File: config.mk
export PLATFORM = sky130hd
export DESIGN_NAME = doc_uart_sender
export DESIGN_NICKNAME = d
export VERILOG_FILES = /design/src/rtl/doc_uart_sender.sv
export SDC_FILE = /design/constraint.sdc
export NUM_CORES = 1
export LEC_CHECK = 0
export BUFFER_PORTS_ARGS = -buffer_cell sky130_fd_sc_hd__buf_4
export CAP_MARGIN = 20
export CORE_MARGIN = 4
export CORE_UTILIZATION = 50
export CTS_CLUSTER_DIAMETER = 100
export DETAILED_ROUTE_END_ITERATION = 8
export PLACE_DENSITY = 0.71
export SKIP_CTS_REPAIR_TIMING = 1
export SLEW_MARGIN = 30
export SYNTH_ARGS = -nofsm -noshare
export SYNTH_HDL_FRONTEND = slang
export SYNTH_SLANG_ARGS = --single-unit
File: constraint.sdc
create_clock -name clk -period 2.8 [get_ports clk]
set_input_delay 0 -clock clk [delete_from_list [all_inputs] [get_ports clk]]
set_output_delay 0 -clock clk [all_outputs]
set_load 0.03 [all_outputs]
File: src/rtl/doc_uart_sender.sv
// Streams a ROWS x COLS character document out of a UART (8N1), appending CR LF per row.
// A rising edge on send_start launches one transfer; done pulses once after the final stop bit.
// The document read port is owned (read_enable high) for the whole transfer.
module doc_uart_sender #(
  parameter int CLKS_PER_BIT = 217,
  parameter int ROWS         = 15,
  parameter int COLS         = 20
) (
  input  logic       clk,
  input  logic       rst,
  input  logic       send_start,
  output logic       read_enable,
  output logic [8:0] read_addr,
  input  logic [7:0] read_data,
  output logic       tx,
  output logic       busy,
  output logic       done
);

  localparam int            BW        = (CLKS_PER_BIT > 1) ? $clog2(CLKS_PER_BIT) : 1;
  localparam logic [BW-1:0] BAUD_LAST = BW'(CLKS_PER_BIT - 1);
  localparam logic [4:0]    COLS_W    = 5'(COLS);
  localparam logic [3:0]    ROWS_W    = 4'(ROWS);

  typedef enum logic [2:0] {IDLE, FETCH, START, DATA, STOP, NEXT, DONE} state_t;
  typedef enum logic [1:0] {SEL_CHAR, SEL_CR, SEL_LF} sel_t;

  state_t        state_q;
  sel_t          sel_q;
  logic          start_q;   // previous send_start level for edge detection
  logic          arm_q;     // set once send_start has been seen low after reset
  logic [BW-1:0] baud_q;
  logic [2:0]    bit_q;
  logic [7:0]    shift_q;
  logic [3:0]    row_q;
  logic [4:0]    col_q;
  logic          tx_q;
  logic          busy_q;
  logic          done_q;
  logic          re_q;

  logic          start_rise;
  logic          baud_end;
  logic [7:0]    fetch_byte;
  logic [4:0]    col_d;
  logic [3:0]    row_d;

  // Edge detect, bit-period end, blank substitution for control codes, position increments
  always_comb begin
    start_rise = send_start & ~start_q & arm_q;
    baud_end   = (baud_q == BAUD_LAST);
    fetch_byte = (read_data < 8'h20) ? 8'h20 : read_data;
    col_d      = col_q + 5'd1;
    row_d      = row_q + 4'd1;
  end

  // Transfer FSM with registered outputs; reset forces the line idle immediately
  always_ff @(posedge clk or negedge rst) begin
    if (!rst) begin
      state_q <= IDLE;
      sel_q   <= SEL_CHAR;
      start_q <= 1'b0;
      arm_q   <= 1'b0;
      baud_q  <= '0;
      bit_q   <= 3'd0;
      shift_q <= 8'h00;
      row_q   <= 4'd0;
      col_q   <= 5'd0;
      tx_q    <= 1'b1;
      busy_q  <= 1'b0;
      done_q  <= 1'b0;
      re_q    <= 1'b0;
    end else begin
      start_q <= send_start;
      if (!send_start) arm_q <= 1'b1;
      done_q <= 1'b0;
      case (state_q)
        IDLE: begin
          if (start_rise) begin
            state_q <= FETCH;
            row_q   <= 4'd0;
            col_q   <= 5'd0;
            re_q    <= 1'b1;
            busy_q  <= 1'b1;
          end
        end
        FETCH: begin
          shift_q <= fetch_byte;
          sel_q   <= SEL_CHAR;
          baud_q  <= '0;
          tx_q    <= 1'b0;
          state_q <= START;
        end
        START: begin
          if (baud_end) begin
            baud_q  <= '0;
            bit_q   <= 3'd0;
            tx_q    <= shift_q[0];
            state_q <= DATA;
          end else begin
            baud_q <= baud_q + 1'b1;
          end
        end
        DATA: begin
          if (baud_end) begin
            baud_q <= '0;
            if (bit_q == 3'd7) begin
              tx_q    <= 1'b1;
              state_q <= STOP;
            end else begin
              bit_q   <= bit_q + 3'd1;
              shift_q <= {1'b0, shift_q[7:1]};
              tx_q    <= shift_q[1];
            end
          end else begin
            baud_q <= baud_q + 1'b1;
          end
        end
        STOP: begin
          if (baud_end) begin
            baud_q  <= '0;
            state_q <= NEXT;
          end else begin
            baud_q <= baud_q + 1'b1;
          end
        end
        NEXT: begin
          case (sel_q)
            SEL_CHAR: begin
              col_q <= col_d;
              if (col_d == COLS_W) begin
                shift_q <= 8'h0D;
                sel_q   <= SEL_CR;
                tx_q    <= 1'b0;
                state_q <= START;
              end else begin
                state_q <= FETCH;
              end
            end
            SEL_CR: begin
              shift_q <= 8'h0A;
              sel_q   <= SEL_LF;
              tx_q    <= 1'b0;
              state_q <= START;
            end
            default: begin
              col_q <= 5'd0;
              row_q <= row_d;
              sel_q <= SEL_CHAR;
              if (row_d == ROWS_W) begin
                done_q  <= 1'b1;
                state_q <= DONE;
              end else begin
                state_q <= FETCH;
              end
            end
          endcase
        end
        DONE: begin
          busy_q  <= 1'b0;
          re_q    <= 1'b0;
          state_q <= IDLE;
        end
        default: state_q <= IDLE;
      endcase
    end
  end

  // Address is only presented while the read port is owned
  always_comb begin
    read_addr = re_q ? {row_q, col_q} : 9'd0;
  end

  assign read_enable = re_q;
  assign tx          = tx_q;
  assign busy        = busy_q;
  assign done        = done_q;

endmodule
# [Word-level counts from Yosys, hierarchy flattened]
# Cells that the tools add are included.
[op_classes] add_sub_neg=4 magnitude_cmp=1 n_eq_ne=21 mux=42 bitwise=3 n_reduce_logical=19
[op_table] cell="$mux W8" count=5
[op_table] cell="$pmux W8 S2" count=2
[op_table] cell="$mux W3" count=9
[op_table] cell="$pmux W8 S3" count=1
[op_table] cell="$pmux W5 S2" count=2
[op_table] cell="$pmux W3 S6" count=1
[op_table] cell="$ne A2 B2 Y1 const B" count=8
[op_table] cell="$reduce_and A5 Y1" count=3
[op_table] cell="$eq A3 B3 Y1 const B" count=4
[op_table] cell="$pmux W3 S2" count=2
[op_table] cell="$reduce_bool A2 Y1" count=5
[op_table] cell="$mux W9" count=1
[op_table] cell="$add A8 B1 Y8 const B" count=1
[op_table] cell="$eq A8 B8 Y1 const B" count=1
[op_table] cell="$lt A8 B6 Y1 const B" count=1
[op_table] cell="$mux W1" count=8
[op_table] cell="$mux W4" count=2
[op_table] cell="$pmux W2 S2" count=2
[op_table] cell="$pmux W4 S2" count=1
[op_table] cell="$eq A3 B2 Y1 const B" count=2
[op_table] cell="$ne A3 B3 Y1 const B" count=2
[op_table] cell="$reduce_and A3 Y1" count=2
[op_table] cell="$add A5 B1 Y5 const B" count=1
[op_table] cell="$eq A5 B5 Y1 const B" count=1
[op_table] cell="19 further kinds" count=23
[totals] reg_bits=38 input_bits=11 out_inout_bits=13 wordCells=102

# [Depth between registers and ports, before layout]
[logic_depth] word_depth=5 ltp_mapped=7 mapped_depth_nobuf=6

# [Least setup slack after synthesis]
# OpenSTA, ideal clock, no wires.
[synth_timing] path_kind="register to register" start="reg bit_q[0]" end="reg shift_q[0]" setup_time_ns=0.125 arrival_ns=1.711 required_time_ns=2.675 setup_slack_ns=0.964 path_stages_with_launch=6 n_path_buf=0 period_less_slack_ns=1.836 cell_sequence="dfrtp_1 ha_1 ha_1 or3_1 o221ai_4 mux2_2"
[synth_between] elab_chain_cells=3
[synth_lines] item="from (decl)" line="33" source="logic [2:0] bit_q;"
[synth_lines] item="from (signal assigned)" line="111" source="bit_q <= bit_q + 3'd1;"
[synth_lines] item="$eq A3 B3 Y1" line="107" source="if (bit_q == 3'd7) begin"
[synth_lines] item="$ne A2 B2 Y1 (no line)"
[synth_lines] item="$reduce_and A5 Y1 (no line)"
[synth_lines] item="to (signal assigned)" line="88" source="shift_q <= fetch_byte;"
[synth_lines] item="to (signal assigned)" line="112" source="shift_q <= {1'b0, shift_q[7:1]};"
[synth_lines] item="to (decl)" line="34" source="logic [7:0] shift_q;"
# Every way passes these cells.
# A chain may end at the register's enable or synchronous reset.

# [Worst setup path after layout]
[layout_timing] start="reg state_q[0]" end="reg shift_q[1]"
[layout_between] elab_chain_cells=3 elab_cells_between_ends=10 cone_classes="eq/ne: 7; mux: 1; reduce/logical: 2"
[layout_lines] item="from (decl)" line="28" source="state_t state_q;"
[layout_lines] item="from (signal assigned)" line="60" source="state_q <= IDLE;"
[layout_lines] item="from (signal assigned)" line="80" source="state_q <= FETCH;"
[layout_lines] item="from (signal assigned)" line="92" source="state_q <= START;"
[layout_lines] item="$eq A3 B3 Y1 (tied with other cells)" line="77" source="case (state_q)"
[layout_lines] item="$ne A3 B3 Y1 (no line) (tied with other cells)"
[layout_lines] item="$reduce_and A5 Y1 (no line)"
# Parallel ways exist; a longest one is shown, timed or not.

==> impl_metrics.toml <==
[die]
dieWidth_um = 75.2
pin_count = 24
die_area_um2 = 5650
coreArea_um2 = 4350
placementRows = 24
start_util_pct = 51.8
die_h_um = 75.2

[timing]
drv_slew = 0
relSlewSlack_pct = 53.4
finalHoldViolations = 0
period_share_pct = 77.3
rsz0062_at_grt = "false"
finalSetupViolations = 0
clock-skew-final_ns = 0.00690
fmax_ghz = 0.462
worstMarginPinSlew_ns = 0.694
period_needed_ns = 2.17
worst_slack_ns = 0.635
fin_tns_setup_ns = 0

[drt]
drtIter0Drc = 71
viasPerCell = 5.77
drt.antenna.violating_nets = 0
finalWirelength_um = 4390
vias = 1737
dr.pass1.iters = 4
drc_errors = 0
wl_per_cell_um = 14.6

[cts]
cts_root_buf = "clkbuf_8"
clock_latency_ns = 0.29
cts_made_buffers = 5
cts_sinks = 38
cts_tree = "built"
clk_pin_slew_ns = 0.07
htree_levels = 2
clk_path_buf_depth = 2

[yosys]
synth_area_um2 = 2260
syn-instance-count = 227
synth_top_area_share_pct = 41.0
synthDistinctLibCells = 45
ys_seq_area_share_pct = 42.2
syn_avg_cell_area_um2 = 9.94
synthTopCellsByArea = "dfrtp_1, a22o_1, mux2_2, ha_1, mux2i_1"
synth_top_cell_by_area = "dfrtp_1"
ys_ff_latch = 38
synth_edf_count = 0
yosysMostFrequentCell = "dfrtp_1"
synthFlopType = "dfrtp_1"
yosysWarnings = 0
synth.net_count = 245
synth_common_cells = "dfrtp_1, nand2_1, a22o_1, nand3_1, nor2_1"
async_reset_ff_share_pct = 100

[critical_path]
slowest_delay_ns = 0.75
worst-setup-path-type = "reg2reg"
worstPathRequired_ns = 2.98
end_kind = "register"
r2r_slack_ns = 0.63
crit_fanout = 22
crit_path_start_kind = "register"
crit_chain = "inv_1 > or3_1 > o221ai_4 > mux2_2"
cp_data_arrival_time_ns = 2.34
crit_slowest_cell = "dfrtp_1"

[global_routing]
grt_usage_pct = 17.5
gr-total-overflow = 0
grt_pass1_vias = 1667
grt_pass1_wl_um = 7520
grt_max_degree = 39
antenna_found_initial = 0

[finish]
fin_nets = 267
fillCellCount = 388
syn2layout_area_growth_pct = 11.7
antenna_cells = 0
final_cell_area_um2 = 2520
drive_above_1_share_pct = 18.1

[power_and_ir_drop]
p_leak_nw = 1.11
ir_drop_mv = 0.297
seqPwrFrac_pct = 58.2
p_clk_share_pct = 37.2
power_density_nw_per_um2 = 382
p_int_w = 0.000751
comb_power_share_pct = 4.6
netSwitchingFraction_pct = 22.1
p_sw_w = 0.000213

[placed_design]
gp_congestion = 0.765
place_area_um2 = 2420
post-place-ws_ns = 0.674
dp_hpwl_um = 3110
io_buffers = 23

[worst_hold_path]
hold_class = "in2reg"

[run_status]
status = "finished clean"

[job]
maxCapViolCount = 0
==> sequential cells by signal, summed over array words and instances, names as in the netlist, 2 cells and up <==
name / count
col_q: 5
state_q: 3
shift_q: 8
row_q: 4
sel_q: 2
baud_q: 8
bit_q: 3
==> metrics by stage <==
stage / utilization, % / std cells / total power, W / hold WS, ns
detailed placement: 55.7 / 292 / 0.000615 / 0.00387
global placement: 55.7 / 292 / 0.000614 / -0.00106
global route: 57.9 / 301 / 0.000998 / 0.0644
finish: 57.9 / 301 / 0.000964 / 0.0527
CTS: 57.4 / 299 / 0.000970 / -0.309
floorplan: - / 227 / 0.000587 / -0.296
==> worst max-delay path, delay by kind of cell, from the launching register on <==
| kind | cells | cell delay (ns) |
|---|---|---|
| mux | 1 | 0.39 |
| compound gates | 1 | 0.31 |
| simple gates | 1 | 0.44 |
| flops | 1 | 0.75 |
| buf+inv | 1 | 0.15 |
==> layout by cell type (no fill, tap or decap), types with 3 or more instances in the layout <==
cell and count:
dfrtp_1 37, buf_4 24, nand2_1 18, a22o_1 14
nor2_1 13, nand3_1 13, o21ai_0 12, inv_1 11
a21oi_1 10, and2_1 8, mux2_2 8, mux2i_1 8
ha_1 7, xnor2_1 6, nand2b_1 5, clkbuf_8 5
and3b_1 4, nor3_1 3, a221oi_1 3, nand4_1 3
==> path summary, 6_finish.rpt <==
kind / cells past startpoint / startpoint / end
setup reg to reg: 4 / state_q[0] / shift_q[1]
min in group asynchronous: 2 / rst / col_q[4]
hold reg to reg: 1 / arm_q / arm_q
setup / recovery: 4 / state_q[0] / shift_q[1]
hold / removal: 3 / read_data[4] / shift_q[4]
max in group asynchronous: 2 / rst / tx
==> power by group through the flow <==
stage / Sequential, W / Combinational (W) / Clock, W
CTS: 0.000561 / 0.0000441 / 0.000365
detailed placement: 0.000571 / 0.0000440 / 0
finish: 0.000561 / 0.0000447 / 0.000358
floorplan: 0.000570 / 0.0000174 / 0
global placement: 0.000571 / 0.0000434 / 0
global route: 0.000561 / 0.0000514 / 0.000386
==> cells by family (layout without fill, tap and decap cells) <==
kind of cell	count (synthesis)	after routing	share of synthesized area, %
compound gates	55	55	18.3
xor+xnor	6	6	2.33
fa+ha+maj	7	7	3.88
buf+inv	22	44	5.27
flops	38	38	42.2
mux	16	16	7.54
simple gates	83	83	20.5
==> final cells by class <==
type | count | area, um^2 | area share, %
Timing Repair Buffer | 26 | 200 | 7.94
Multi-Input combinational cell | 167 | 1180 | 47.0
Sequential cell | 38 | 952 | 37.8
Tap cell | 52 | 65.1 | 2.58
Inverter | 11 | 41.3 | 1.64
Clock buffer | 7 | 76.3 | 3.03
==> metal layers <==
layer	routed length [um]	vias to the layer above	global-route usage (%)
met1	2110	828	22.2
met3	217	8	4.01
met4	72	0	6.41
li1	-	868	-
met5	0	-	0
met2	1990	33	29.0
(Power assumes the default switching activity.)
